File: src/rtl/mem_wb_pkg.sv
// Shared slot/writeback types and the writeback resolve function for the MEM->WB pipeline.
package mem_wb_pkg;

  // Slots are sized for the widest supported datapath; narrower instances zero-extend
  // on entry and truncate on exit, so the constant-zero high bits drop out in synthesis.
  localparam int unsigned MAX_DATA_W = 64;
  localparam int unsigned MAX_ADDR_W = 8;
  localparam int unsigned LINK_REG_DEFAULT = 31;

  typedef logic [MAX_DATA_W-1:0] data_t;
  typedef logic [MAX_ADDR_W-1:0] addr_t;

  typedef struct packed {
    logic  valid;
    logic  regwrite;
    logic  memtoreg;
    logic  link;
    data_t readdata;
    data_t aluresult;
    data_t pcadd;
    addr_t rd;
  } slot_t;

  typedef struct packed {
    logic  en;
    addr_t addr;
    data_t data;
  } wb_t;

  // Link outranks memtoreg; writes to $0 never assert the enable.
  function automatic wb_t wb_resolve(input slot_t s, input addr_t link_reg);
    wb_t r;
    r.addr = s.link ? link_reg : s.rd;
    r.data = s.link ? s.pcadd : (s.memtoreg ? s.readdata : s.aluresult);
    r.en   = s.valid & s.regwrite & (r.addr != '0);
    return r;
  endfunction

endpackage

File: src/rtl/mem_wb_slot.sv
// One MEM/WB stage register: synchronous Rst > Flush > Stall > load.
module mem_wb_slot
  import mem_wb_pkg::*;
(
  input  logic  Clk,
  input  logic  Rst,
  input  logic  Stall,
  input  logic  Flush,
  input  slot_t d,
  output slot_t q
);

  // Flush clears the whole slot, not just valid, so dead payload never lingers.
  always_ff @(posedge Clk) begin
    if (Rst || Flush) begin
      q <= '0;
    end else if (!Stall) begin
      q <= d;
    end
  end

endmodule

File: src/rtl/mem_wb_pipe.sv
// DEPTH-stage MEM->WB pipeline with final writeback resolution.
// Optional EX forwarding outputs from stage 0 are built when MEM_WB_FWD_EN is defined.
module mem_wb_pipe
  import mem_wb_pkg::*;
#(
  parameter int unsigned DATA_W   = 32,
  parameter int unsigned RADDR_W  = 5,
  parameter int unsigned DEPTH    = 1,
  parameter int unsigned LINK_REG = LINK_REG_DEFAULT
) (
  input  logic               Clk,
  input  logic               Rst,
  input  logic               Stall,
  input  logic               Flush,
  input  logic               In_Valid,
  input  logic               RegWrite_In,
  input  logic               MemToReg_In,
  input  logic               Link_In,
  input  logic [DATA_W-1:0]  DM_ReadData_In,
  input  logic [DATA_W-1:0]  ALU_Result_In,
  input  logic [DATA_W-1:0]  PC_AddResult_In,
  input  logic [RADDR_W-1:0] Rd_In,
  output logic               WB_En,
  output logic [RADDR_W-1:0] WB_Addr,
  output logic [DATA_W-1:0]  WB_Data,
  output logic               Out_Valid
`ifdef MEM_WB_FWD_EN
  ,
  output logic               Fwd_En,
  output logic [RADDR_W-1:0] Fwd_Addr,
  output logic [DATA_W-1:0]  Fwd_Data
`endif
);

  localparam addr_t LinkAddr = addr_t'(RADDR_W'(LINK_REG));

  slot_t in_slot;
  slot_t slot_q [DEPTH];
  wb_t   wb;

  always_comb begin
    in_slot           = '0;
    in_slot.valid     = In_Valid;
    in_slot.regwrite  = RegWrite_In;
    in_slot.memtoreg  = MemToReg_In;
    in_slot.link      = Link_In;
    in_slot.readdata  = data_t'(DM_ReadData_In);
    in_slot.aluresult = data_t'(ALU_Result_In);
    in_slot.pcadd     = data_t'(PC_AddResult_In);
    in_slot.rd        = addr_t'(Rd_In);
  end

  for (genvar g = 0; g < DEPTH; g++) begin : gen_slot
    if (g == 0) begin : gen_first
      mem_wb_slot u_slot (
        .Clk   (Clk),
        .Rst   (Rst),
        .Stall (Stall),
        .Flush (Flush),
        .d     (in_slot),
        .q     (slot_q[g])
      );
    end else begin : gen_chain
      mem_wb_slot u_slot (
        .Clk   (Clk),
        .Rst   (Rst),
        .Stall (Stall),
        .Flush (Flush),
        .d     (slot_q[g-1]),
        .q     (slot_q[g])
      );
    end
  end

  assign wb        = wb_resolve(slot_q[DEPTH-1], LinkAddr);
  assign WB_En     = wb.en;
  assign WB_Addr   = wb.addr[RADDR_W-1:0];
  assign WB_Data   = wb.data[DATA_W-1:0];
  assign Out_Valid = slot_q[DEPTH-1].valid;

  // High bits beyond DATA_W/RADDR_W are always zero.
  logic unused_wb;
  assign unused_wb = ^wb;

`ifdef MEM_WB_FWD_EN
  wb_t fwd;

  assign fwd      = wb_resolve(slot_q[0], LinkAddr);
  assign Fwd_En   = fwd.en;
  assign Fwd_Addr = fwd.addr[RADDR_W-1:0];
  assign Fwd_Data = fwd.data[DATA_W-1:0];

  logic unused_fwd;
  assign unused_fwd = ^fwd;
`endif

endmodule
File: config.mk
export PLATFORM = sky130hd
export DESIGN_NAME = mem_wb_pipe
export DESIGN_NICKNAME = d
export VERILOG_FILES = /design/src/rtl/mem_wb_pkg.sv /design/src/rtl/mem_wb_slot.sv /design/src/rtl/mem_wb_pipe.sv
export SDC_FILE = /design/constraint.sdc
export NUM_CORES = 1
export LEC_CHECK = 0
export CORE_MARGIN = 2
export CORE_UTILIZATION = 47
export CTS_BUF_LIST = sky130_fd_sc_hd__clkbuf_2
export CTS_CLUSTER_SIZE = 24
export DETAILED_ROUTE_END_ITERATION = 8
export GPL_TIMING_DRIVEN = 0
export PLACE_DENSITY = 0.82
export SLEW_MARGIN = 20
export SYNTH_ARGS = -nofsm -noshare
export SYNTH_HDL_FRONTEND = slang
export SYNTH_SLANG_ARGS = --single-unit
export TNS_END_PERCENT = 20
File: constraint.sdc
create_clock -name Clk -period 1.2 [get_ports Clk]
set_input_delay 0.12 -clock Clk [delete_from_list [all_inputs] [get_ports Clk]]
set_output_delay 0.12 -clock Clk [all_outputs]
set_load 0.02 [all_outputs]
==> impl_metrics.py <==
metrics = {
    "status": {
        "outcome": "complete, but fails checks",
        "violations": "negative setup slack",
    },
    "global_routing": {
        "gr-total-overflow": 0,
        "antenna_found_initial": 0,
        "track_usage_pct": 23.08,
        "grt_pass1_vias": 3893,
        "grt_first_pass_wirelength_mm": 18.59,
        "grt_max_degree": 17,
    },
    "cts": {
        "clk_latency_ns": 0.54,
        "cts_tree": "built",
        "cts_sinks": 105,
        "numCtsBuffers": 9,
        "ctsHoldBuffers": 0,
        "cts_htree_levels": 3,
        "path_clk_slew_ns": 0.28,
        "cts_root_buf": "clkbuf_2",
        "cts_buffer_depth": 2,
    },
    "drt": {
        "wire_per_inst_um": 15.82,
        "firstDrtPassIters": 4,
        "drt_wl_total_mm": 11.89,
        "drc": 0,
        "initialDrtViolationCount": 90,
        "vias": 3751,
        "vias_per_cell": 4.988,
        "drtAntennaViolNets": 0,
    },
    "worst_setup_path": {
        "critPathKind": "register to output port",
        "critical-path-max-stage-delay_ns": 0.50,
        "endpoint_kind": "output port",
        "crit_arrival_ns": 1.79,
        "crit_fanout": 3,
        "worstPathCellList": "or4_4, o211a_1, buf_6",
        "required_ns": 1.08,
        "start_kind": "register",
        "crit_slowest_cell": "or4_4",
    },
    "sta": {
        "fin_ws_ns": -0.7117,
        "max_freq_mhz": 523.1,
        "finalSetupViolCount": 38,
        "min_period_ns": 1.912,
        "worst_pin_slew_ns": 0.4992,
        "rsz0062_at_grt": "yes",
        "slew_headroom_pct": 66.72,
        "skew_ns": 0,
        "tns_ns": -20.54,
        "final-hold-violation-count": 0,
        "drv_slew": 0,
        "period_share_pct": 159.3,
    },
    "flow_run": {
        "max-cap-violations": 0,
    },
    "placement": {
        "pre_cts_ws_ns": -0.6951,
        "dp_hpwl_mm": 8.404,
        "numPortBuffers": 146,
        "gp_congestion": 0.8162,
        "place_area_um2": 6087,
    },
    "yosys": {
        "synth_cell_types": 13,
        "synth_cells": 455,
        "yosysWarnings": 0,
        "syn_area_per_cell_um2": 9.812,
        "synth-seq-area-share_pct": 47.09,
        "ys_ff_latch": 105,
        "netlist_area_um2": 4464,
        "syn_nets": 564,
    },
    "finish": {
        "fillers": 797,
        "nets": 729,
        "drive_above_1_share_pct": 16.69,
        "area_growth_syn_to_layout_pct": 40.47,
        "top_regs": "gen_slot.gen_first.u_slot.q: 105 flops",
        "fin_area_um2": 6271,
        "antenna_cells": 0,
        "multi_input_area_um2": 2115,
        "largest_register_ff_count": 105,
        "top_register": "gen_slot.gen_first.u_slot.q",
        "regArea_um2": 2111,
    },
    "hold_path": {
        "worstHoldPathType": "primary input to register",
    },
    "floorplanning": {
        "coreArea_um2": 9240,
        "dieHeight_um": 101.5,
        "start_util_pct": 48.31,
        "io_pins": 148,
        "dieArea_um2": 10290,
        "rows": 35,
        "die_w_um": 101.5,
    },
    "pwr": {
        "p_total_mw": 6.449,
        "peakVddDrop_uv": 652.7,
        "power_density_nw_per_um2": 1028,
        "power.leakage_nw": 2.721,
    },
}
## worst max-delay path, delay by kind of cell (launching register included)
kind                   cells  cell delay (ns)
AO/OA/AOI/OAI              1             0.23
buffers and inverters      1             0.13
flip-flops                 1             0.39
AND/OR/NAND/NOR            1             0.50
## cell usage in the layout, fill, tap and decap left out, drive strengths merged
| cell type | synthesis | routed |
|---|---|---|
| buf | 26 | 70 |
| bufinv | 0 | 1 |
| clkbuf | 10 | 22 |
| clkdlybuf4s50 | 0 | 107 |
| clkinv | 0 | 2 |
| clkinvlp | 0 | 2 |
| dfxtp | 105 | 105 |
| mux2i | 137 | 137 |
| nand2 | 32 | 32 |
| nor2 | 105 | 105 |
| o211a | 1 | 1 |
| o21ai | 32 | 32 |
| or2 | 6 | 6 |
| or4 | 1 | 1 |
## synth_stat cells
cell	n	area (µm²)
or4_1	1	7.510
o21ai_0	31	155.2
o211a_1	1	10.01
buf_2	11	55.05
buf_6	15	168.9
or2_2	4	25.02
or2_1	2	12.51
nand2_1	32	120.1
clkbuf_1	10	37.54
mux2i_1	137	1371
dfxtp_1	105	2102
o21ai_1	1	5.000
nor2_1	105	394.1
## area by class of cell
class / count / area share, %
Timing Repair Buffer: 154 / 23.04
Clock buffer: 9 / 0.7183
Multi-Input combinational cell: 314 / 33.72
Buffer: 36 / 5.347
Tap cell: 129 / 2.574
Clock inverter: 5 / 0.9378
Sequential cell: 105 / 33.66
## through the flow
step	cells	util [%]	hold slack, ns
floorplan	455	-	0.2639
global placement	730	65.88	0.4671
detailed placement	730	65.88	0.4850
CTS	750	67.03	0.05015
global route	752	67.87	0.07028
finish	752	67.87	0.08796
## per-layer routing
| layer | routed length [µm] | global-route usage, % |
|---|---|---|
| met5 | 0 | 0 |
| met3 | 779 | 3.865 |
| met4 | 53 | 6.965 |
| met1 | 5159 | 28.93 |
| met2 | 5900 | 40.70 |
## power by group
group / switching [mW] / total (mW) / internal, mW / leakage (nW)
logic: 0.494 / 1.17 / 0.676 / 1.80
registers: 0.0619 / 3.68 / 3.61 / 0.858
clock network: 1.15 / 1.60 / 0.457 / 0.0598
## final timing paths
path / slack (ns) / from / to / cells after the start
setup / recovery: -0.71 / gen_slot[0].gen_first.u_slot.q[0] / WB_En / 3
hold / removal: 0.09 / Stall / gen_slot[0].gen_first.u_slot.q[4] / 4
setup reg to reg: 0.23 / gen_slot[0].gen_first.u_slot.q[201] / gen_slot[0].gen_first.u_slot.q[201] / 4
hold reg to reg: 0.53 / gen_slot[0].gen_first.u_slot.q[36] / gen_slot[0].gen_first.u_slot.q[36] / 2
## kinds of logic (layout without fill, tap and decap cells)
kind of cell | Yosys count | in the layout | share of synthesized area, %
compound gates | 33 | 33 | 3.812
buf+inv | 36 | 204 | 5.858
flops | 105 | 105 | 47.09
mux | 137 | 137 | 30.72
simple gates | 144 | 144 | 12.53
## repair_timing
item                                    in CTS  in global routing
gates cloned                                 2                  3
hold endpoints to repair                     0                  0
resized for setup                          240                 28
endpoints found under the setup margin      39                 39
pin swaps                                    1                  3
setup buffers                                4                  0
No activity file was read; power rests on OpenSTA's default activity.
